===== src/rtl/mem_bus_arbiter.sv =====
// mem_bus_arbiter
// Shares the single-port memory between two masters: the instruction-fetch port (m0) and
// the load/store port (m1). The arbiter grants at most one request per cycle. It tracks
// the one-cycle-latency response and routes it back to the master that issued the request.
//
// Ports
//   clk, rst_n                clock and asynchronous active-low reset
//   m0_req/addr -> m0_gnt     fetch request; m0_rvalid flags its response
//   m1_req/we/addr/wdata/be   load/store request; m1_gnt accepts it, m1_rvalid flags its
//                             response or write ack
//   m_rdata                   shared response data, qualified by mX_rvalid
//   s_req/we/addr/wdata/be    request to memory, muxed from the granted master
//   s_ready, s_rdata          memory accept and read data (data one cycle after accept)
//
// PRIO_MODE 0 = round-robin, 1 = fixed m0 priority. In mode 1, m1 is forced through after
// MAX_WAIT consecutive wait cycles. MAX_WAIT must be at least 1.
module mem_bus_arbiter #(
    parameter int unsigned ADDR_W    = 32,
    parameter int unsigned DATA_W    = 32,
    parameter int unsigned PRIO_MODE = 0,
    parameter int unsigned MAX_WAIT  = 4
) (
    input  logic                clk,
    input  logic                rst_n,
    // fetch master
    input  logic                m0_req,
    input  logic [ADDR_W-1:0]   m0_addr,
    output logic                m0_gnt,
    output logic                m0_rvalid,
    // load/store master
    input  logic                m1_req,
    input  logic                m1_we,
    input  logic [ADDR_W-1:0]   m1_addr,
    input  logic [DATA_W-1:0]   m1_wdata,
    input  logic [DATA_W/8-1:0] m1_be,
    output logic                m1_gnt,
    output logic                m1_rvalid,
    // shared response data
    output logic [DATA_W-1:0]   m_rdata,
    // memory side
    output logic                s_req,
    output logic                s_we,
    output logic [ADDR_W-1:0]   s_addr,
    output logic [DATA_W-1:0]   s_wdata,
    output logic [DATA_W/8-1:0] s_be,
    input  logic                s_ready,
    input  logic [DATA_W-1:0]   s_rdata
);

    localparam int unsigned CntW = $clog2(MAX_WAIT + 1);
    localparam logic [CntW-1:0] CntMax = CntW'(MAX_WAIT);

    // Owner encoding: 0 = m0, 1 = m1.
    logic            last_owner_q, last_owner_d;
    logic            resp_pend_q, resp_pend_d;
    logic            resp_owner_q, resp_owner_d;
    logic [CntW-1:0] wait_cnt_q, wait_cnt_d;

    logic            grant_m0, grant_m1;

    // Grant decision. rst_n is included so that the grants stay low during reset even
    // while requests are held.
    always_comb begin
        grant_m0 = 1'b0;
        grant_m1 = 1'b0;
        if (rst_n && s_ready) begin
            if (m0_req && m1_req) begin
                if (PRIO_MODE == 0) begin
                    // Round-robin: the master that did not win last time wins now.
                    if (last_owner_q) grant_m0 = 1'b1;
                    else              grant_m1 = 1'b1;
                end else begin
                    if (wait_cnt_q >= CntMax) grant_m1 = 1'b1;
                    else                      grant_m0 = 1'b1;
                end
            end else if (m0_req) begin
                grant_m0 = 1'b1;
            end else if (m1_req) begin
                grant_m1 = 1'b1;
            end
        end
    end

    assign m0_gnt = grant_m0;
    assign m1_gnt = grant_m1;

    // The memory-side mux. It holds zero when nothing is granted.
    always_comb begin
        s_req   = 1'b0;
        s_we    = 1'b0;
        s_addr  = '0;
        s_wdata = '0;
        s_be    = '0;
        if (grant_m0) begin
            s_req  = 1'b1;
            s_addr = m0_addr;
            s_be   = '1;
        end else if (grant_m1) begin
            s_req   = 1'b1;
            s_we    = m1_we;
            s_addr  = m1_addr;
            s_wdata = m1_wdata;
            s_be    = m1_be;
        end
    end

    // Next state. A stall (s_ready=0) leaves ownership and the counter untouched. A stall
    // still clears resp_pend, so the response of the previous cycle completes.
    always_comb begin
        resp_pend_d  = grant_m0 | grant_m1;
        resp_owner_d = resp_owner_q;
        last_owner_d = last_owner_q;
        wait_cnt_d   = wait_cnt_q;

        if (grant_m0 || grant_m1) begin
            resp_owner_d = grant_m1;
            last_owner_d = grant_m1;
        end

        if (!m1_req || grant_m1) begin
            wait_cnt_d = '0;
        end else if (s_ready && (wait_cnt_q < CntMax)) begin
            wait_cnt_d = wait_cnt_q + CntW'(1);
        end
    end

    always_ff @(posedge clk or negedge rst_n) begin
        if (!rst_n) begin
            last_owner_q <= 1'b1;  // m0 wins the first contended cycle
            resp_pend_q  <= 1'b0;
            resp_owner_q <= 1'b0;
            wait_cnt_q   <= '0;
        end else begin
            last_owner_q <= last_owner_d;
            resp_pend_q  <= resp_pend_d;
            resp_owner_q <= resp_owner_d;
            wait_cnt_q   <= wait_cnt_d;
        end
    end

    assign m0_rvalid = resp_pend_q & ~resp_owner_q;
    assign m1_rvalid = resp_pend_q &  resp_owner_q;
    assign m_rdata   = s_rdata;

endmodule

===== config.mk =====
export PLATFORM = sky130hd
export DESIGN_NAME = mem_bus_arbiter
export DESIGN_NICKNAME = d
export VERILOG_FILES = /design/src/rtl/mem_bus_arbiter.sv
export SDC_FILE = /design/constraint.sdc
export NUM_CORES = 1
export LEC_CHECK = 0
export BUFFER_PORTS_ARGS = -buffer_cell sky130_fd_sc_hd__buf_2
export CAP_MARGIN = 20
export CORE_AREA = 2 2 94 96
export DETAILED_ROUTE_END_ITERATION = 8
export DIE_AREA = 0 0 96 98
export SYNTH_ARGS = -nofsm -noshare
export SYNTH_HDL_FRONTEND = slang
export SYNTH_SLANG_ARGS = --single-unit

===== constraint.sdc =====
create_clock -name clk -period 2.1 [get_ports clk]
set_clock_uncertainty 0.15 [all_clocks]
set_input_delay 0.42 -clock clk [delete_from_list [all_inputs] [get_ports clk]]
set_output_delay 0.42 -clock clk [all_outputs]
set_load 0.05 [all_outputs]

======== Word-level counts from Yosys, hierarchy flattened ========
Index checks and enable logic that the tools add are counted.
storage, ports and cells
  output and inout port bits .............. 106
  register bits ........................... 3
operators by class
  reductions and logical operators ........ 3
  multiplexer cells ....................... 19
  bitwise logic cells ..................... 4
operators by type and width
  kind                count
  two-way mux 32 bit  4
  two-way mux 1 bit   13
  two-way mux 4 bit   2
  AND 1 bit           2
  logical AND 1 bit   2
  logical OR 1 bit    1
  NOT 1 bit           1
  OR 1 bit            1

======== Depth between registers and ports, before layout ========
Gate-level depths: netlist of the first run.
  word-level depth ........................ 6
  gate-level depth with buffers ........... 5

======== Worst setup path before layout of the first run ========
OpenSTA, ideal clock, no wires.
  kind .................................... input to output
  start ................................... in rst_n
  end ..................................... out s_wdata[23]
  data arrival time ....................... 1579 ps
  setup slack ............................. -49 ps
  data required time ...................... 1530 ps
  path buffers ............................ 2
  cell stages on the path ................. 5
  cell sequence ........................... nand2_1 -> a211oi_4 -> buf_4 -> buf_6 -> and2_1
on the way
  word-level cells in the longest chain between the ends .. 4
  elaborated cells between the ends (all ways) .. 5
  classes of those cells .................. 4 x mux; 1 x reduce/logical
ends and longest elaborated chain
  what                line  source
  start, declared     24    input logic rst_n,
  logical AND 1 bit   66    if (rst_n && s_ready) begin
  two-way mux 1 bit   66
  via m1_gnt          36    output logic m1_gnt,
  two-way mux 32 bit  98    end else if (grant_m1) begin
  two-way mux 32 bit  94    if (grant_m0) begin
  end, declared       44    output logic [DATA_W-1:0] s_wdata,
The timed path passes the listed nets, and every way through them passes these cells.

======== Worst setup path after layout of the first run ========
  start ................................... reg last_owner_q
  end ..................................... out s_addr[7]
on the way
  word-level cells in the longest chain between the ends .. 5
  elaborated cells between the ends (all ways) .. 8
  classes of those cells .................. 8 x mux
ends and longest elaborated chain
  what                    line  source
  start, declared         54    logic last_owner_q, last_owner_d;
  start signal, assigned  134   last_owner_q <= last_owner_d;
  two-way mux 1 bit       70    if (last_owner_q) grant_m0 = 1'b1;
  two-way mux 1 bit       67    if (m0_req && m1_req) begin
  two-way mux 1 bit       66
  two-way mux 32 bit      98
  two-way mux 32 bit (*)  94
  end, declared           43    output logic [ADDR_W-1:0] s_addr,
Mark *: on every way between the ends. The rest lies on a longest branch, timed or not.

==> metrics.yaml, run 1 <==
final_layout:
  antenna_cells: 0
  nets: 425
  finish.utilization_pct: 30.4
  fin_area_um2: 2570
  final_cell_mix: "112 x buf_2, 48 x buf_6, 21 x and2_1"
  area_growth_pct: 157
  drive_gt1_share_pct: 79.7
  final_common_cell: "buf_2"
clock_network:
  clk_pin_slew_worst_paths_ns: 0.03
  postCtsHoldBufs: 0
  cts_tree: "yes"
  cts-buffers-inserted: 3
  htree_num_levels: 1
  cts.path.max_buffers: 2
  cts_sinks: 3
  root_buffer: "clkbuf_8"
  insertion_delay_ns: 0.22
yosys:
  yosysSeqAreaShare_pct: 7.63
  yosysUniqueCellTypes: 18
  synthCells: 129
  synth.cell_area_um2: 1000
  synth_nets: 267
  ys_ff_latch: 3
  yosysWarnings: 0
  syn-mean-instance-area_um2: 7.75
sta:
  finalSetupViolations: 32
  fin_crit_ns: 2.20
  timing.final.ws_setup_ns: -0.100
  finalSetupTns_ns: -1.60
  tightest_slew_ns: 0.336
  period_share_pct: 105
  fmax_mhz: 455
  slew_headroom_pct: 77.4
  rsz0062_at_grt: "yes"
  hold_violations: 0
  hold_slack_ns: 0.0507
  slew_viol_final: 0
worst_hold_path:
  min_path_type: "primary input to asynchronous set/reset pin"
setup_path:
  cp.required_ns: 1.53
  cp.arrival_ns: 1.63
  startpoint: "last_owner_q"
  end_kind: "primary output"
  critPathTopFamily: "flip-flops"
  r2r_start: "last_owner_q"
  start_kind: "flip-flop"
  ff2ff_path_depth: 5
  cp.depth: 4
  timing.rr.end: "resp_owner_q"
  slowest_stage: "dfstp_2"
  crit_type: "flip-flop to primary output"
  critPathCapture: "s_addr[7]"
  reg2reg_setup_slack_ns: 0.60
  path_buf_inv: 2
  worst-path-max-fanout: 17
  critPathMaxStageDelay_ns: 0.57
  crit_chain: "o2111a_2 > buf_12 > a22o_1 > buf_6"
power_and_ir_drop:
  max-vdd-ir-drop_mv: 0.280
  p_per_area_nw_per_um2: 330
  p_leak_nw: 1.38
floorplanning:
  core.rowCount: 34
  die_h_um: 98
  die_w_um: 96
  pin_count: 244
  core_area_um2: 8470
  dieArea_um2: 9410
  start_util_pct: 11.8
status:
  violations: "setup timing"
  status: "finished, violations left"
placement:
  portBuffers: 179
  dpl_cell_area_um2: 1870
  hpwl_um: 3840
  place_congestion: 0.736
  pre_cts_slack_ns: -0.0597
route:
  drt_iter0_drc: 25
  dr_total_vias: 1571
  drc: 0
  drtAntennaViolNets: 0
  vias_per_cell: 3.99
  dr.pass1.iters: 4
  wirelength_um: 5880
  routedWlPerCell_um: 14.9
global_routing:
  antenna_found_initial: 0
  grt_pass1_wl_um: 6980
  track_usage_pct: 9.55
  grt_pass1_vias: 1489
  grt_start_max_net_pins: 50
  grt-ovfl-total: 0
flow_run:
  drv_cap: 0
==> worst reg2reg max path, cell delays in order (launching register included) <==
cell and delay (ns):
dfstp_2 0.57, a211oi_4 0.08, buf_12 0.16, clkbuf_16 0.15, buf_4 0.13, a21o_1 0.14
==> flip-flops by register name, indices dropped and copies added (netlist names) <==
name and flops:
last_owner_q 1, resp_pend_q 1, resp_owner_q 1
==> per-stage QoR <==
stage               cells  power (W)
finish                394   0.000848
global route          394   0.000897
CTS                   386   0.000789
detailed placement    380   0.000553
global placement      380   0.000547
floorplan             129   0.000534
==> repair_timing <==
action                                  in CTS  in global routing
endpoints found under the setup margin      67                 67
gates resized for setup                     93                 67
setup buffers                                1                  2
pin swaps                                    2                  3
gates cloned                                 1                  7
==> layer usage <==
layer / up-vias / routed length, um / GRT usage, %
li1: 739 / - / -
met1: 730 / 1960 / 9.10
met2: 98 / 3340 / 19.0
met3: 4 / 557 / 3.63
met4: 0 / 19 / 1.43
met5: - / 0 / 0
==> how the worst min path moves through the flow <==
stage / slack [ns] / startpoint / to
2_1_floorplan: -0.03 / rst_n / resp_owner_q
3_3_place_gp: 0.27 / rst_n / resp_owner_q
3_5_place_dp: 0.27 / rst_n / resp_pend_q
4_1_cts: 0.05 / rst_n / resp_pend_q
5_1_grt: 0.06 / rst_n / resp_pend_q
6_report: 0.05 / rst_n / resp_pend_q
==> logic make-up after synthesis <==
group	after synthesis	share of synthesized area, %
and+or+nand+nor	39	23.4
buffers and inverters	45	32.8
AOI/OAI and AO/OA	42	36.2
DFF	3	7.64
==> layout make-up <==
cell class	instances	area (um2)
sequential	3	76.3
fill	887	5890
clock buffer	4	45.0
tap	108	135
inverter	2	7.51
timing repair buffer	196	1630
multi-input combinational	81	673
==> power by group <==
group	total, W	internal, W	switching, W	leakage [nW]
clock	0.000169	0.000130	0.0000397	0.0228
sequential	0.0000761	0.0000683	0.00000780	0.0359
combinational	0.000603	0.000267	0.000336	1.32
total	0.000848	0.000465	0.000383	1.38
==> synthesized netlist by cell type <==
cell type	instances	area [um2]
and2_1	34	213
buf_4	33	248
a22o_1	32	280
buf_2	4	20.0
buf_6	4	45.0
nand2_1	4	15.0
a21o_1	3	22.5
a21oi_1	3	15.0
clkbuf_1	2	7.51
dfrtp_1	2	50.1
a211oi_4	1	20.0
dfstp_2	1	26.3
inv_1	1	3.75
inv_2	1	3.75
nor2b_1	1	6.26
o2111a_1	1	11.3
o211ai_1	1	7.51
o21ai_0	1	5.00
Power figures use the tool's default switching activity.
==> run 2, diff against run 1 <==
--- a/config.mk
+++ b/config.mk
@@ -10,6 +10,8 @@
 export CORE_AREA = 2 2 94 96
 export DETAILED_ROUTE_END_ITERATION = 8
 export DIE_AREA = 0 0 96 98
+export MAX_ROUTING_LAYER = met4
+export SKIP_LAST_GASP = 1
 export SYNTH_ARGS = -nofsm -noshare
 export SYNTH_HDL_FRONTEND = slang
 export SYNTH_SLANG_ARGS = --single-unit
==> metrics.yaml, run 2 (synthesized netlist as in run 1, its figures left out) <==
power_and_ir_drop:
  p_per_area_nw_per_um2: 334  # +1.3%
  p_leak_nw: 1.37  # -1.2%
  p_total_w: 0.000835  # -1.6%
  max-vdd-ir-drop_mv: 0.281  # +0.16%
placement:
  dpl.cell_count: 380  # unchanged
  hpwl_um: 3840  # unchanged
  place_congestion: 0.745  # +1.2%
  portBuffers: 179  # unchanged
  dpl_cell_area_um2: 1870  # unchanged
final_layout:
  instances_no_fill: 392  # -0.51%
  n_fill_cell: 901  # +1.6%
  reg_top3: "last_owner_q x1, resp_owner_q x1, resp_pend_q x1"
  antenna_cells: 0  # unchanged
  nets: 423  # -0.47%
  area_growth_pct: 150
  drive_gt1_share_pct: 82.7  # +3.0 points
  final_cell_mix: "116 x buf_2, 36 x buf_6, 20 x a22o_1"
  finish.utilization_pct: 29.5  # -0.86 points
  final_common_cell: "buf_2"
  fin_area_um2: 2500  # -2.8%
route:
  dr.pass1.iters: 4  # unchanged
  drc: 0  # unchanged
  wirelength_um: 5740  # -2.5%
  routedWlPerCell_um: 14.6  # -2.0%
  drt_iter0_drc: 19  # -24%
  dr_total_vias: 1580  # +0.57%
  vias_per_cell: 4.03  # +1.1%
  met1Wirelength_um: 1890  # -3.7%
  wl_met3_um: 529  # -5.0%
  top_layer_used: "met4"
  drtAntennaViolNets: 0  # unchanged
  dr_wl_met2_um: 3310  # -0.96%
floorplanning:
  dieArea_um2: 9410  # unchanged
  die_h_um: 98  # unchanged
  start_util_pct: 11.8  # unchanged
  core_area_um2: 8470  # unchanged
  pin_count: 244  # unchanged
  core.rowCount: 34  # unchanged
  die_w_um: 96  # unchanged
status:
  status: "finished, violations left"
  violations: "setup timing"
clock_network:
  root_buffer: "clkbuf_8"
  cts-buffers-inserted: 3  # unchanged
  postCtsHoldBufs: 0  # unchanged
  cts_sinks: 3  # unchanged
  cts.path.max_buffers: 2  # unchanged
  clk_pin_slew_worst_paths_ns: 0.03  # about the same
  htree_num_levels: 1  # unchanged
  cts_tree: "yes"
  insertion_delay_ns: 0.22  # about the same
setup_path:
  cp.required_ns: 1.53  # about the same
  ff2ff_path_depth: 3  # -2
  r2r_start: "last_owner_q"
  crit_type: "flip-flop to primary output"
  startpoint: "last_owner_q"
  end_kind: "primary output"
  cp.arrival_ns: 1.62  # about the same
  worst-path-max-fanout: 17  # unchanged
  start_kind: "flip-flop"
sta:
  tightest_slew_ns: 0.342  # +0.00628 ns
  timing.final.ws_setup_ns: -0.0877  # +0.0125 ns
  fmax_mhz: 457  # +0.57%
  finalSetupViolations: 33  # +3.1%
  hold_violations: 0  # unchanged
  period_share_pct: 104  # -0.60 points
  rsz0062_at_grt: "yes"
  slew_headroom_pct: 77.0  # -0.42 points
  slew_viol_final: 0  # unchanged
  fin_crit_ns: 2.19  # -0.0125 ns
flow_run:
  drv_cap: 0  # unchanged
worst_hold_path:
  min_path_type: "primary input to asynchronous set/reset pin"
global_routing:
  grt_start_max_net_pins: 50  # unchanged
  grt-ovfl-total: 0  # unchanged
  grt_pass1_wl_um: 6730  # -3.5%
  antenna_found_initial: 0  # unchanged
  track_usage_pct: 9.47  # -0.077 points
  grt_pass1_vias: 1434  # -3.7%
-- run 2: changes by cell type in the layout (fill, tap and decap cells not counted), sizes merged --
cell	delta
buf	-2
-- run 2: final timing paths --
check / endpoint / slack (ns)
min reg2reg: resp_owner_q / 0.35
min: resp_pend_q / 0.05
max in group asynchronous: last_owner_q / 1.57
min in group clk: resp_owner_q / 0.35
max: s_addr[7] / -0.09
max reg2reg: resp_owner_q / 0.88
-- run 2: critical path, cell delays in order (launching register included) --
cell and delay, ns:
dfstp_2 0.56, o2111a_2 0.29, buf_12 0.18, a22o_1 0.19, buf_6 0.17
-- run 2: cell type report --
type / instances / area (um2) / share of cell area (%)
Tap cell: 108 / 135 / 5.41
Clock buffer: 4 / 45.0 / 1.80
Inverter: 2 / 7.51 / 0.300
Multi-Input combinational cell: 81 / 688 / 27.5
Timing Repair Buffer: 194 / 1550 / 61.9
Sequential cell: 3 / 76.3 / 3.05
-- run 2: power by group --
group / switching, W / internal [W] / total [W]
combinational: 0.000332 / 0.000257 / 0.000588
clock: 0.0000412 / 0.000130 / 0.000171
sequential: 0.00000726 / 0.0000683 / 0.0000755
total: 0.000380 / 0.000455 / 0.000835
-- run 2: through the flow --
step	hold slack (ns)	setup TNS, ns	setup slack, ns
global route	0.0622	-4.20	-0.136
detailed placement	0.271	-0.115	-0.0597
finish	0.0475	-1.44	-0.0877
global placement	0.273	-0.0436	-0.0374
floorplan	-0.0256	0	0.0517
CTS	0.0476	-3.19	-0.109
-- run 2: timing repair --
item / in CTS / in global routing
resized for setup: 74 / 85
setup endpoints to repair: 67 / 67
gates cloned: 1 / 5
pin swaps: 2 / 11
setup buffers: 1 / 2
-- run 2: routing by layer --
metal  vias up  GRT usage [%]
li1        736              -
met1       741           9.15
met2       101           18.0
met3         2           3.32
met4         0           1.43
met5         -              -
==> run 3, diff against run 2 <==
--- a/config.mk
+++ b/config.mk
@@ -5,7 +5,7 @@
 export SDC_FILE = /design/constraint.sdc
 export NUM_CORES = 1
 export LEC_CHECK = 0
-export BUFFER_PORTS_ARGS = -buffer_cell sky130_fd_sc_hd__buf_2
+export BUFFER_PORTS_ARGS = -buffer_cell sky130_fd_sc_hd__buf_4
 export CAP_MARGIN = 20
 export CORE_AREA = 2 2 94 96
 export DETAILED_ROUTE_END_ITERATION = 8
==> metrics.yaml, run 3 (synthesized netlist as in run 1, its figures left out) <==
status:
  status: "finished, violations left"
  violations: "setup timing"
global_routing:
  grt_pass1_vias: 1507  # +5.1%
  track_usage_pct: 10.1  # +0.67 points
  antenna_found_initial: 0  # unchanged
  use_met1_pct: 10.4  # +1.3 points
  grt_pass1_wl_um: 7280  # +8.1%
  grt_use_met3_pct: 2.16  # -1.2 points
  grt-busiest-layer: "met2"
  use_met2_pct: 18.9  # +0.91 points
  grt_start_max_net_pins: 40  # -20%
  grt-ovfl-total: 0  # unchanged
sta:
  rsz0062_at_grt: "yes"
  fin_crit_ns: 2.19  # +0.00473 ns
  tightest_slew_ns: 0.340  # -0.00186 ns
  fmax_mhz: 456  # -0.22%
  hold_slack_ns: 0.348  # +0.301 ns
  finalSetupTns_ns: -1.11  # +0.331 ns
  hold_violations: 0  # unchanged
  period_share_pct: 104  # +0.23 points
  timing.final.ws_setup_ns: -0.0924  # -0.00473 ns
  slew_viol_final: 0  # unchanged
  finalSetupViolations: 32  # -3.0%
  slew_headroom_pct: 77.1  # +0.13 points
final_layout:
  area_growth_pct: 161
  reg_top3: "last_owner_q x1, resp_owner_q x1, resp_pend_q x1"
  final_cell_mix: "131 x buf_4, 49 x buf_6, 27 x and2_1"
  instances_no_fill: 387  # -1.3%
  antenna_cells: 0  # unchanged
  final_common_cell: "buf_4"
  nets: 418  # -1.2%
  drive_gt1_share_pct: 76.3  # -6.4 points
clock_network:
  cts_tree: "yes"
  cts.path.max_buffers: 2  # unchanged
  clk_pin_slew_worst_paths_ns: 0.03  # about the same
  root_buffer: "clkbuf_8"
  cts_sinks: 3  # unchanged
  insertion_delay_ns: 0.21  # about the same
  cts-buffers-inserted: 3  # unchanged
  htree_num_levels: 1  # unchanged
power_and_ir_drop:
  p_clk_share_pct: 19.4  # -1.1 points
  p_leak_nw: 1.37  # +0.66%
  p_total_w: 0.000852  # +2.1%
  p_comb_share_pct: 71.7  # +1.2 points
  max-vdd-ir-drop_mv: 0.203  # -28%
  p_int_w: 0.000487  # +7.1%
  p_switching_w: 0.000365  # -3.9%
  switching_share_pct: 42.9  # -2.7 points
  seq_power_share_pct: 8.8  # -0.2 points
  p_per_area_nw_per_um2: 327  # -2.2%
floorplanning:
  dieArea_um2: 9410  # unchanged
  core_area_um2: 8470  # unchanged
  die_w_um: 96  # unchanged
  die_h_um: 98  # unchanged
  pin_count: 244  # unchanged
  core.rowCount: 34  # unchanged
  start_util_pct: 11.8  # unchanged
route:
  vias_per_cell: 3.95  # -2.0%
  routedWlPerCell_um: 14.2  # -3.1%
  dr_total_vias: 1528  # -3.3%
  dr.pass1.iters: 5  # +1
  drt_iter0_drc: 24  # +5
  drtAntennaViolNets: 0  # unchanged
  wirelength_um: 5490  # -4.4%
  drc: 0  # unchanged
worst_hold_path:
  min_path_type: "flip-flop to flip-flop"
setup_path:
  cp.required_ns: 1.53  # about the same
  start_kind: "flip-flop"
  end_kind: "primary output"
  worst-path-max-fanout: 17  # unchanged
  crit_type: "flip-flop to primary output"
  cp.arrival_ns: 1.62  # about the same
flow_run:
  drv_cap: 0  # unchanged
placement:
  dpl.cell_count: 379  # -0.26%
  hpwl_um: 4150  # +8.1%
  place_congestion: 0.719  # -3.4%
  portBuffers: 179  # unchanged
  pre_cts_slack_ns: -0.0728  # -0.0131 ns
-- run 3: cell count changes in the layout (fill, tap and decap cells not counted), moves of 2 or more --
| cell | previous run | this run |
|---|---|---|
| and2_1 | 12 | 27 |
| and2_2 | 7 | 5 |
| and2_4 | 15 | 2 |
| buf_12 | 7 | 5 |
| buf_2 | 116 | 0 |
| buf_4 | 18 | 131 |
| buf_6 | 36 | 49 |
| buf_8 | 14 | 2 |
| clkbuf_16 | 3 | 1 |
-- run 3: power groups by stage --
stage          combinational (W)  clock (W)  sequential, W
2_1_floorplan           0.000460          0      0.0000748
3_3_place_gp            0.000551          0      0.0000761
3_5_place_dp            0.000556          0      0.0000761
4_1_cts                 0.000591   0.000171      0.0000755
5_1_grt                 0.000641   0.000180      0.0000763
6_report                0.000611   0.000165      0.0000754
-- run 3: worst paths after layout --
| path | from | to | slack, ns | depth (start not counted) |
|---|---|---|---|---|
| max in group asynchronous | rst_n | last_owner_q | 1.11 | 3 |
| min | resp_owner_q | resp_owner_q | 0.35 | 1 |
| max reg2reg | last_owner_q | resp_owner_q | 0.76 | 4 |
| max | last_owner_q | s_addr[3] | -0.09 | 4 |
| min reg2reg | resp_owner_q | resp_owner_q | 0.35 | 1 |
| min in group asynchronous | rst_n | resp_pend_q | 0.50 | 3 |
-- run 3: metrics by stage --
step	utilization (%)	cell area (um2)
5_1_grt	30.8	2610
4_1_cts	29.2	2480
3_3_place_gp	26.7	2260
3_5_place_dp	26.7	2260
2_1_floorplan	-	1020
6_report	30.8	2610
-- run 3: critical path, cell delays in order (launching register included) --
cell,delay (ns)
dfstp_2,0.56
o2111a_2,0.29
buf_12,0.17
a22o_1,0.20
buf_6,0.17
-- run 3: routing by layer --
metal,vias up,share of wire (%)
li1,722,-
met1,690,35
met2,110,55
met3,6,9.7
met4,0,0.80
met5,-,0
-- run 3: area by class of cell --
cell class / count / area, um2
sequential: 3 / 76.3
clock buffer: 4 / 45.0
inverter: 2 / 7.51
timing repair buffer: 189 / 1700
fill: 898 / 5860
tap: 108 / 135
multi-input combinational: 81 / 644
-- run 3: what timing repair did --
| action | 4_1_cts | 5_1_grt |
|---|---|---|
| resized for setup | 32 | 28 |
| hold buffers | 1 | 0 |
| buffers inserted | 1 | 1 |
| cloned | 1 | 1 |
| pin swaps | 1 | 4 |
| endpoints found under the hold margin | 2 | 0 |
| setup endpoints to repair | 39 | 66 |
